===== config.mk =====
export PLATFORM = sky130hd
export DESIGN_NAME = fifo_rd_ctrl_flat
export DESIGN_NICKNAME = d
export VERILOG_FILES = /design/src/rtl/fifo_rd_ctrl_if.sv /design/src/rtl/fifo_rd_ctrl.sv /design/src/flat_wrapper.sv
export SDC_FILE = /design/constraint.sdc
export NUM_CORES = 1
export LEC_CHECK = 0
export BUFFER_PORTS_ARGS = -buffer_cell sky130_fd_sc_hd__buf_2
export CORE_MARGIN = 4
export CORE_UTILIZATION = 52
export DETAILED_ROUTE_END_ITERATION = 8
export PLACE_DENSITY = 0.79
export SLEW_MARGIN = 20
export SYNTH_ARGS = -nofsm -noshare
export SYNTH_HDL_FRONTEND = slang
export SYNTH_SLANG_ARGS = --single-unit

===== constraint.sdc =====
create_clock -name rclk -period 6.4 [get_ports rclk]
set_input_delay 0.96 -clock rclk [delete_from_list [all_inputs] [get_ports rclk]]
set_output_delay 0.96 -clock rclk [all_outputs]
set_load 0.01 [all_outputs]

===== src/rtl/fifo_rd_ctrl_if.sv =====
// Read-side bus of the async FIFO: consumer request, synced write pointer in;
// memory control, Gray pointer and flags out.
interface fifo_rd_ctrl_if #(
  parameter int PTR_WIDTH = 4
);
  logic                 rinc;
  logic [PTR_WIDTH-1:0] synced_wr_ptr;
  logic [PTR_WIDTH-1:0] rptr_grey;
  logic [PTR_WIDTH-2:0] raddr;
  logic                 rd_en;
  logic                 rempty;
  logic                 ralmost_empty;
  logic [PTR_WIDTH-1:0] rcount;
  logic                 rvalid;
  logic                 runderflow;

  modport master (
    output rinc, synced_wr_ptr,
    input  rptr_grey, raddr, rd_en, rempty, ralmost_empty, rcount, rvalid, runderflow
  );

  modport slave (
    input  rinc, synced_wr_ptr,
    output rptr_grey, raddr, rd_en, rempty, ralmost_empty, rcount, rvalid, runderflow
  );
endinterface


===== src/rtl/fifo_rd_ctrl.sv =====
// Async FIFO read-side controller: binary/Gray read pointer, empty,
// almost-empty and fill level derived from the synchronized Gray write pointer.
module fifo_rd_ctrl #(
  parameter int PTR_WIDTH = 4,
  parameter int AE_LEVEL  = 1
) (
  input  logic          rclk,
  input  logic          rrst,
  fifo_rd_ctrl_if.slave bus
);

  localparam int W = PTR_WIDTH;

  function automatic logic [W-1:0] bin2gray(input logic [W-1:0] b);
    return b ^ (b >> 1);
  endfunction

  function automatic logic [W-1:0] gray2bin(input logic [W-1:0] g);
    logic [W-1:0] b;
    b[W-1] = g[W-1];
    for (int i = W-2; i >= 0; i--) b[i] = b[i+1] ^ g[i];
    return b;
  endfunction

  logic [W-1:0] rptr, rptr_next, wr_bin, fill_next;
  logic         rd_fire;

  // Reads are gated by the registered empty flag, so no read-past-empty.
  assign rd_fire   = bus.rinc & ~bus.rempty;
  assign rptr_next = rptr + W'(rd_fire);
  assign wr_bin    = gray2bin(bus.synced_wr_ptr);
  assign fill_next = wr_bin - rptr_next;

  assign bus.raddr = rptr[W-2:0];
  assign bus.rd_en = rd_fire;

  always_ff @(posedge rclk or posedge rrst) begin
    if (rrst) begin
      rptr              <= '0;
      bus.rptr_grey     <= '0;
      bus.rempty        <= 1'b1;
      bus.ralmost_empty <= 1'b1;
      bus.rcount        <= '0;
      bus.rvalid        <= 1'b0;
      bus.runderflow    <= 1'b0;
    end else begin
      rptr              <= rptr_next;
      bus.rptr_grey     <= bin2gray(rptr_next);
      bus.rempty        <= (bin2gray(rptr_next) == bus.synced_wr_ptr);
      bus.ralmost_empty <= (fill_next <= W'(AE_LEVEL));
      bus.rcount        <= fill_next;
      bus.rvalid        <= rd_fire;
      if (bus.rinc && bus.rempty) bus.runderflow <= 1'b1;
    end
  end

endmodule


===== src/flat_wrapper.sv =====
// flat-port wrapper written by rule: the top's interface ports become plain ports
module fifo_rd_ctrl_flat 
#(
  parameter int PTR_WIDTH = 4,
  parameter int AE_LEVEL  = 1
)
  (rclk, rrst, bus_rinc, bus_synced_wr_ptr, bus_rptr_grey, bus_raddr, bus_rd_en, bus_rempty, bus_ralmost_empty, bus_rcount, bus_rvalid, bus_runderflow);
  fifo_rd_ctrl_if #(.PTR_WIDTH(PTR_WIDTH)) bus_i ();
  input  logic rclk;
  input  logic rrst;
  input wire logic [$bits(bus_i.rinc)-1:0] bus_rinc;
  input wire logic [$bits(bus_i.synced_wr_ptr)-1:0] bus_synced_wr_ptr;
  output wire logic [$bits(bus_i.rptr_grey)-1:0] bus_rptr_grey;
  output wire logic [$bits(bus_i.raddr)-1:0] bus_raddr;
  output wire logic [$bits(bus_i.rd_en)-1:0] bus_rd_en;
  output wire logic [$bits(bus_i.rempty)-1:0] bus_rempty;
  output wire logic [$bits(bus_i.ralmost_empty)-1:0] bus_ralmost_empty;
  output wire logic [$bits(bus_i.rcount)-1:0] bus_rcount;
  output wire logic [$bits(bus_i.rvalid)-1:0] bus_rvalid;
  output wire logic [$bits(bus_i.runderflow)-1:0] bus_runderflow;
  assign bus_i.rinc = bus_rinc;
  assign bus_i.synced_wr_ptr = bus_synced_wr_ptr;
  assign bus_rptr_grey = bus_i.rptr_grey;
  assign bus_raddr = bus_i.raddr;
  assign bus_rd_en = bus_i.rd_en;
  assign bus_rempty = bus_i.rempty;
  assign bus_ralmost_empty = bus_i.ralmost_empty;
  assign bus_rcount = bus_i.rcount;
  assign bus_rvalid = bus_i.rvalid;
  assign bus_runderflow = bus_i.runderflow;
  fifo_rd_ctrl #(.PTR_WIDTH(PTR_WIDTH), .AE_LEVEL(AE_LEVEL)) u_core (.rclk(rclk), .rrst(rrst), .bus(bus_i));
endmodule

==> flow_metrics.tcl, run 1 <==
set metrics [dict create \
    status "complete, no violations" \
    syn_to_final_growth_pct 20.5 \
    die_w_um 45.7 \
    pwr_density_cell_mw_per_mm2 630 \
    finalCritPeriodShare_pct 49.3 \
    via_per_inst 5.02 \
    worst_hold_path.num_cells 1 \
    setup_tns_ns 0 \
    cp_max_fo 4 \
    path_class "primary input to flop" \
    start_util_pct 56.1 \
    clk_pin_slew_ns 0.09 \
    critical_path_required_ns 6.60 \
    crit_chain "buf_2 > nor2b_1 > ha_1 > ha_1 > xor2_1 > inv_1 > ha_1 > or3b_2 > o311ai_4 > xnor2_1 > nor3_2" \
    hpwl_mm 1.04 \
    drive_gt1_share_pct 38.8 \
    grt_start_max_net_pins 16 \
    slowest_stage "or3b_2" \
    relSlewSlack_pct 62.9 \
    cts_resized 0 \
    crit_top_cell "ha_1" \
    synthCells 55 \
    setup.worst_path.start "bus_rinc" \
    die_h_um 45.7 \
    fillers 103 \
    clk-insertion-delay-late_ns 0.28 \
    grt_pass1_wl_mm 2.17 \
    skew_ns 0.0103 \
    fmax_mhz 317 \
    min_to "u_core.bus.runderflow" \
    via_count 477 \
    grt-ovfl-total 0 \
    synth-seq-cells 15 \
    cts_sinks 15 \
    first_iter_violations 1 \
    dr.pass1.iters 2 \
    synth_edf_count 0 \
    slew_viol_final 0 \
    track_usage_pct 14.8 \
    rsz0062_at_grt "false" \
    synth.area.top_cells "dfrtp_1, xor2_1, ha_1" \
    n_antenna_cell 0 \
    holdWs_ns 0.454 \
    fin_crit_ns 3.16 \
    io_buffers 22 \
    p_leak_nw 0.453 \
    ys.warnings.count 0 \
    clockRootBuffer "clkbuf_4" \
    cts_max_level 1 \
    place_congestion 0.695 \
    cts_tree "yes" \
    wirelength_mm 1.35 \
    r2r-start "u_core.bus.rempty" \
    critPathArrivalTime_ns 3.35 \
    ys.flop_type "dfrtp_1" \
    yosysUniqueCellTypes 20 \
    start_kind "primary input" \
    r2r-end "u_core.bus.ralmost_empty" \
    cts.path.max_buffers 2 \
    ff2ff_setup_slack_ns 3.62 \
    synth_top_cell_by_area "dfrtp_1" \
    tightest_slew_ns 0.555 \
    min_from "u_core.bus.runderflow" \
    drc 0 \
    die_area_mm2 0.00209 \
    wl_per_cell_um 14.2 \
    seq_area_frac_synth_pct 51.1 \
    synth_area_um2 739 \
    grt_pass1_vias 496 \
    cp-end-kind "flop" \
    hold_viol_final 0 \
    postCtsHoldBufs 0 \
    max_stage_delay_ns 0.48 \
    synth_top_area_share_pct 44.0 \
    r2r_cells 10 \
    async_flop_share_pct 100 \
    max_cap_violations 0 \
    hold_class "flop to flop" \
    post_cts.repair.setup_buffers 0 \
    synth_nets 67 \
    setup_violations 0 \
    ant_nets 0 \
    vdd_drop_max_mv 0.321 \
    core_area_mm2 0.00132 \
    num_io_pins 23 \
    numCtsBuffers 3 \
    layout.nets 93 \
    syn_avg_cell_area_um2 13.4 \
    rows 13 \
    antenna_found_initial 0 \
]
[layout make-up]
cell class / instances / area, um2 / share of cell area, %
well taps: 15 / 18.8 / 2.11
repair buffers: 22 / 110 / 12.4
multi-input cells: 33 / 335 / 37.6
clock buffers: 4 / 26.3 / 2.95
flip-flops and latches: 15 / 378 / 42.4
inverters: 6 / 22.5 / 2.53
[cell families after synthesis]
kind of cell	count (synthesis)	synth area share, %
flops	15	51.1
compound gates	5	7.62
buf+inv	7	3.55
fa+ha+maj	5	8.46
simple gates	7	6.43
xor+xnor	16	22.8
[how the worst max path moves through the flow]
stage,end,slack (ns),cells past startpoint
3_5_place_dp,u_core.bus.ralmost_empty,2.96,11
3_3_place_gp,u_core.bus.ralmost_empty,3.07,11
4_1_cts,u_core.bus.ralmost_empty,3.23,11
6_report,u_core.bus.ralmost_empty,3.24,11
5_1_grt,u_core.bus.ralmost_empty,3.08,11
2_1_floorplan,u_core.bus.ralmost_empty,3.23,10
[metal layers]
metal,vias to the layer above,track usage [%],share of wire [%]
met1,230,15.9,39
met4,0,6.82,1.3
met3,2,3.56,6.1
met5,-,0,0
li1,231,-,-
met2,14,26.7,54
[state kept, by name (all words and copies together), names as in the netlist]
name                      flops
u_core.bus.runderflow         1
u_core.bus.rcount             4
u_core.rptr                   3
u_core.bus.ralmost_empty      1
u_core.bus.rempty             1
u_core.bus.rvalid             1
u_core.bus.rptr_grey          4
[metrics by stage]
stage | utilization [%] | worst slack, ns | total power (W) | area, um2 | std cells
floorplan | - | 3.23 | 0.000417 | 739 | 55
global placement | 65.6 | 3.07 | 0.000497 | 865 | 91
detailed placement | 65.6 | 2.96 | 0.000512 | 865 | 91
CTS | 67.6 | 3.23 | 0.000568 | 891 | 95
global route | 67.6 | 3.08 | 0.000603 | 891 | 95
finish | 67.6 | 3.24 | 0.000561 | 891 | 95
[Yosys cell counts (2+ instances only)]
cell     number
xnor2_1       5
nand3_1       2
dfrtp_1      13
xor2_1        9
inv_1         6
dfstp_2       2
ha_1          5
[cell usage in the layout, fill, tap and decap left out]
cell      synthesis  routed
a211oi_1          1       1
a21boi_0          1       1
a21o_1            1       1
and2_1            1       1
buf_2             0      22
clkbuf_1          1       1
clkbuf_4          0       3
dfrtp_1          13      13
dfstp_2           2       2
ha_1              5       5
inv_1             6       6
nand3_1           2       2
nor2b_1           1       1
nor3_2            1       1
o21bai_1          1       1
o311ai_4          1       1
or3_1             1       1
or3b_2            1       1
xnor2_1           5       5
xnor3_1           1       1
xnor3_2           1       1
xor2_1            9       9
[worst max-delay path: cells and delay by family]
family                   cells  cell delay [ns]
adder cells (fa/ha/maj)      3             0.75
AO/OA/AOI/OAI                1             0.10
XOR/XNOR                     2             0.60
AND/OR/NAND/NOR              3             0.75
buffers and inverters        2             0.18
[report_power, final]
group / switching, W / internal, W / leakage [nW]
registers: 0.0000206 / 0.000149 / 0.171
logic: 0.000186 / 0.000153 / 0.267
clock network: 0.0000277 / 0.0000241 / 0.0150
total: 0.000235 / 0.000326 / 0.453
Power figures use the tool's default switching activity.
==> run 2: changes to the inputs <==
CORE_ASPECT_RATIO = 1.25   (was unset)
CORE_UTILIZATION = 43   (was 52)
PLACE_DENSITY = 0.7   (was 0.79)
clock period = 2.64 ns   (was 6.4 ns; I/O delays follow)
==> run 2 against run 1 <==
Setup slack got worse by 3.0 ns. Core utilization shrank 11 points. Critical path depth is 1 lower. Via count is 0.42% higher. Clock-buffer cell count shrank 1. Sequential power increased by 150%. Die area grew 17%. Largest cell class unchanged. Largest power group unchanged. Highest routed layer unchanged.
==> flow_metrics.tcl, run 2 (synthesis gave the netlist of run 1 again) <==
set metrics [dict create \
    status "complete, no violations" \
    die_w_um 45.1 \
    top_regs "u_core.bus.rcount x4, u_core.bus.rptr_grey x4, u_core.rptr x3" \
    path_class "flop to flop" \
    r2r-start "u_core.bus.rempty" \
    dr.pass1.iters 2 \
    via_count 479 \
    final_util_pct 56.7 \
    cts.path.max_buffers 2 \
    hold_viol_final 0 \
    cts_resized 0 \
    final_common_cell "buf_2" \
    pwr_density_cell_mw_per_mm2 1490 \
    wl_per_cell_um 12.5 \
    cp-end-kind "flop" \
    cp_max_fo 3 \
    setup_ws_ns 0.219 \
    relSlewSlack_pct 63.8 \
    num_io_pins 23 \
    hold_class "primary input to async pin" \
    setup_tns_ns 0 \
    start_kind "flop" \
    setup.worst_path.start "u_core.bus.rempty" \
    clockRootBuffer "clkbuf_4" \
    syn_to_final_growth_pct 22.8 \
    vdd_drop_max_mv 0.708 \
    grt_pass1_wl_mm 2.04 \
    crit_top_cell "ha_1" \
    io_buffers 22 \
    finalCritPeriodShare_pct 91.7 \
    rows 16 \
    fmax_mhz 413 \
    n_antenna_cell 0 \
    grt_start_max_net_pins 16 \
    grt_pass1_vias 493 \
    slowest_stage "dfstp_2" \
    core_area_mm2 0.00160 \
    grt-ovfl-total 0 \
    cts_sinks 15 \
    antenna_found_initial 0 \
    max_cap_violations 0 \
    ant_nets 0 \
    setup_violations 0 \
    layout.nets 94 \
    crit_family "adder cells" \
    track_usage_pct 12.2 \
    rsz0062_at_grt "false" \
    start_util_pct 46.2 \
    tightest_slew_ns 0.542 \
    cts_max_level 1 \
    p_leak_nw 0.460 \
    numCtsBuffers 3 \
    place_congestion 0.692 \
    fin_crit_ns 2.42 \
    holdWs_ns 0.147 \
    path_buf_inv 1 \
    first_iter_violations 1 \
    cts_tree "yes" \
    die_area_mm2 0.00245 \
    slew_viol_final 0 \
    via_per_inst 4.84 \
    wirelength_mm 1.24 \
    critical_path_required_ns 2.85 \
    drive_gt1_share_pct 43.2 \
    layout_common_cells "buf_2, dfrtp_1, xor2_1, inv_1, xnor2_1" \
    clk-insertion-delay-late_ns 0.27 \
    max_stage_delay_ns 0.55 \
    postCtsHoldBufs 0 \
    power_w 0.00136 \
    place_ws_ns 0.0229 \
    drc 0 \
    clk_pin_slew_ns 0.09 \
    die_h_um 54.4 \
    critPathArrivalTime_ns 2.63 \
    hpwl_mm 1.07 \
    crit_chain "nor2b_2 > ha_2 > ha_1 > xor2_1 > inv_1 > ha_1 > or3b_2 > o311ai_4 > xnor2_1 > nor3_2" \
    post_cts.repair.setup_buffers 0 \
    skew_ns 0.00630 \
]
run 2: cell count changes in the layout (fill, tap and decap cells not counted):
cell	before	now
ha_1	5	4
ha_2	0	1
clkbuf_1	1	0
buf_4	0	1
nor2b_2	0	1
nor2b_1	1	0
clkinv_2	0	1
run 2: final timing paths:
check                                                end  cells past startpoint  slack, ns
worst max-delay path            u_core.bus.ralmost_empty                     10       0.22
worst min-delay path                      u_core.rptr[0]                      2       0.15
worst max register to register  u_core.bus.ralmost_empty                     10       0.22
worst min register to register     u_core.bus.runderflow                      1       0.47
max in group asynchronous              u_core.bus.rempty                      2       2.12
min in group rclk                  u_core.bus.runderflow                      2       0.33
run 2: final cells by class:
class | count | area, um2
Clock buffer | 3 | 22.5
Sequential cell | 15 | 378
Clock inverter | 1 | 5.00
Timing Repair Buffer | 23 | 118
Tap cell | 18 | 22.5
Inverter | 6 | 22.5
Fill cell | 155 | 693
Multi-Input combinational cell | 33 | 340
run 2: per-layer routing:
| layer | global-route usage (%) | wire [um] | vias up |
|---|---|---|---|
| li1 | - | - | 235 |
| met1 | 11.7 | 424 | 230 |
| met2 | 21.9 | 725 | 12 |
| met3 | 2.30 | 60 | 2 |
| met4 | 10.2 | 27 | 0 |
| met5 | 0 | 0 | - |
run 2: metrics by stage:
stage / instance area (um2) / instances
floorplan: 739 / 55
global placement: 876 / 95
detailed placement: 876 / 95
CTS: 903 / 99
global route: 908 / 99
finish: 908 / 99
run 2: report_power, final:
part           switching [W]  internal [W]
Combinational       0.000426      0.000390
Sequential         0.0000546      0.000361
Clock              0.0000687     0.0000561
Total               0.000549      0.000807
run 2: worst reg2reg max path, stage by stage, from the launching register on:
cell and delay (ns):
dfstp_2 0.55, nor2b_2 0.05, ha_2 0.19, ha_1 0.21
xor2_1 0.20, inv_1 0.07, ha_1 0.28, or3b_2 0.47
o311ai_4 0.10, xnor2_1 0.18, nor3_2 0.06
==> run 3: changes to the inputs <==
PLACE_DENSITY = 0.72   (was 0.7)
==> run 3 against run 2 <==
Clock power barely moved. Clock skew is 0.0054 ns lower. Clock-buffer cell count is the same. Die area unchanged. Register-to-register slack lost 0.06 ns. Hold slack lost 0.0068 ns.
==> flow_metrics.tcl, run 3 (synthesis gave the netlist of run 1 again) <==
set metrics [dict create \
    status "complete, no violations" \
    final_common_cell "buf_2" \
    setup.worst_path.start "u_core.bus.rempty" \
    first_iter_violations 3 \
    cts_tree "yes" \
    grt_pass1_vias 529 \
    n_antenna_cell 0 \
    place_congestion 0.705 \
    finalCritPeriodShare_pct 93.9 \
    p_leak_nw 0.459 \
    core_area_mm2 0.00160 \
    cts_sinks 15 \
    multiInputGateArea_um2 345 \
    drc 0 \
    grt_start_max_net_pins 16 \
    skew_ns 0.000883 \
    start_util_pct 46.2 \
    final_area_um2 913 \
    numCtsBuffers 3 \
    hpwl_mm 1.05 \
    syn_to_final_growth_pct 23.5 \
    slew_viol_final 0 \
    cts.path.max_buffers 2 \
    start_kind "flop" \
    cp_max_fo 3 \
    grt_pass1_wl_mm 2.24 \
    r2r-start "u_core.bus.rempty" \
    regArea_um2 378 \
    io_buffers 22 \
    drive_gt1_share_pct 43.2 \
    rows 16 \
    grt-ovfl-total 0 \
    rsz0062_at_grt "false" \
    max_cap_violations 0 \
    vdd_drop_max_mv 0.679 \
    placed_cell_area_um2 876 \
    num_io_pins 23 \
    setup_tns_ns 0 \
    die_w_um 45.1 \
    r2r_cells 10 \
    top_regs "u_core.bus.rcount x4, u_core.bus.rptr_grey x4, u_core.rptr x3" \
    antenna_found_initial 0 \
    post_cts.repair.setup_buffers 0 \
    dr.pass1.iters 3 \
    postCtsHoldBufs 0 \
    path_class "flop to flop" \
    cts_max_level 1 \
    hold_viol_final 0 \
    die_area_mm2 0.00245 \
    cp-end-kind "flop" \
    clk-insertion-delay-late_ns 0.28 \
    die_h_um 54.4 \
    fillers 155 \
    critPathArrivalTime_ns 2.70 \
    layout_common_cells "buf_2, dfrtp_1, xor2_1, inv_1, xnor2_1" \
    tightest_slew_ns 0.547 \
    hold_class "primary input to async pin" \
    place_ws_ns 0.0146 \
    via_count 489 \
    clockRootBuffer "clkbuf_4" \
    fmax_mhz 403 \
    critical_path_required_ns 2.86 \
    layout.nets 94 \
    relSlewSlack_pct 63.5 \
    setup_ws_ns 0.161 \
    fin_crit_ns 2.48 \
    clk_pin_slew_ns 0.08 \
    setup_violations 0 \
    via_per_inst 4.94 \
    ant_nets 0 \
    track_usage_pct 13.7 \
    pwr_density_cell_mw_per_mm2 1500 \
    wl_per_cell_um 13.2 \
    wirelength_mm 1.31 \
]
[run 3: stage by stage]
stage / hold slack (ns) / cells / util, % / power (W)
global route: 0.188 / 99 / 57.0 / 0.00150
global placement: 0.438 / 95 / 54.7 / 0.00123
detailed placement: 0.463 / 95 / 54.7 / 0.00125
finish: 0.140 / 99 / 57.0 / 0.00137
floorplan: 0.296 / 55 / - / 0.00101
CTS: 0.162 / 99 / 56.4 / 0.00138
[run 3: cell type report]
type | instances | area share [%]
flip-flops and latches | 15 | 41.4
multi-input cells | 33 | 37.8
repair buffers | 23 | 12.9
clock buffers | 3 | 2.47
inverters | 6 | 2.47
well taps | 18 | 2.47
clock inverters | 1 | 0.548
[run 3: power by group]
group          switching, W  leakage (nW)  internal (W)  total (W)
Combinational      0.000432         0.270      0.000392   0.000825
Sequential        0.0000559         0.171      0.000361   0.000417
Clock             0.0000720        0.0177     0.0000563   0.000128
[run 3: worst paths after layout]
kind                                            end  slack, ns
max in group asynchronous  u_core.bus.ralmost_empty       2.13
setup / recovery           u_core.bus.ralmost_empty       0.16
hold reg to reg               u_core.bus.runderflow       0.47
min in group rclk             u_core.bus.runderflow       0.33
hold / removal              u_core.bus.rptr_grey[0]       0.14
setup reg to reg           u_core.bus.ralmost_empty       0.16
[run 3: worst max-delay path, cell delays in order, from the launching register on]
cell and delay, ns:
dfstp_2 0.38, nor2b_1 0.20, ha_2 0.25, ha_1 0.23, xor2_2 0.18, inv_1 0.06, ha_1 0.28, or3b_2 0.47
o311ai_4 0.10, xnor2_1 0.20, nor3_2 0.06
[run 3: routing by layer]
metal | vias up | GRT usage (%) | wire length [um] | share of wire [%]
met5 | - | 0 | 0 | 0
met4 | 0 | 10.2 | 44 | 3.4
met3 | 5 | 5.26 | 92 | 7.0
met2 | 14 | 25.2 | 711 | 54
met1 | 239 | 11.5 | 462 | 35
li1 | 231 | - | - | -
[run 3: repair_timing]
| item | 4_1_cts | 5_1_grt |
|---|---|---|
| resized for setup | 0 | 2 |
| endpoints found under the setup margin | 0 | 2 |
| endpoints found under the hold margin | 0 | 0 |
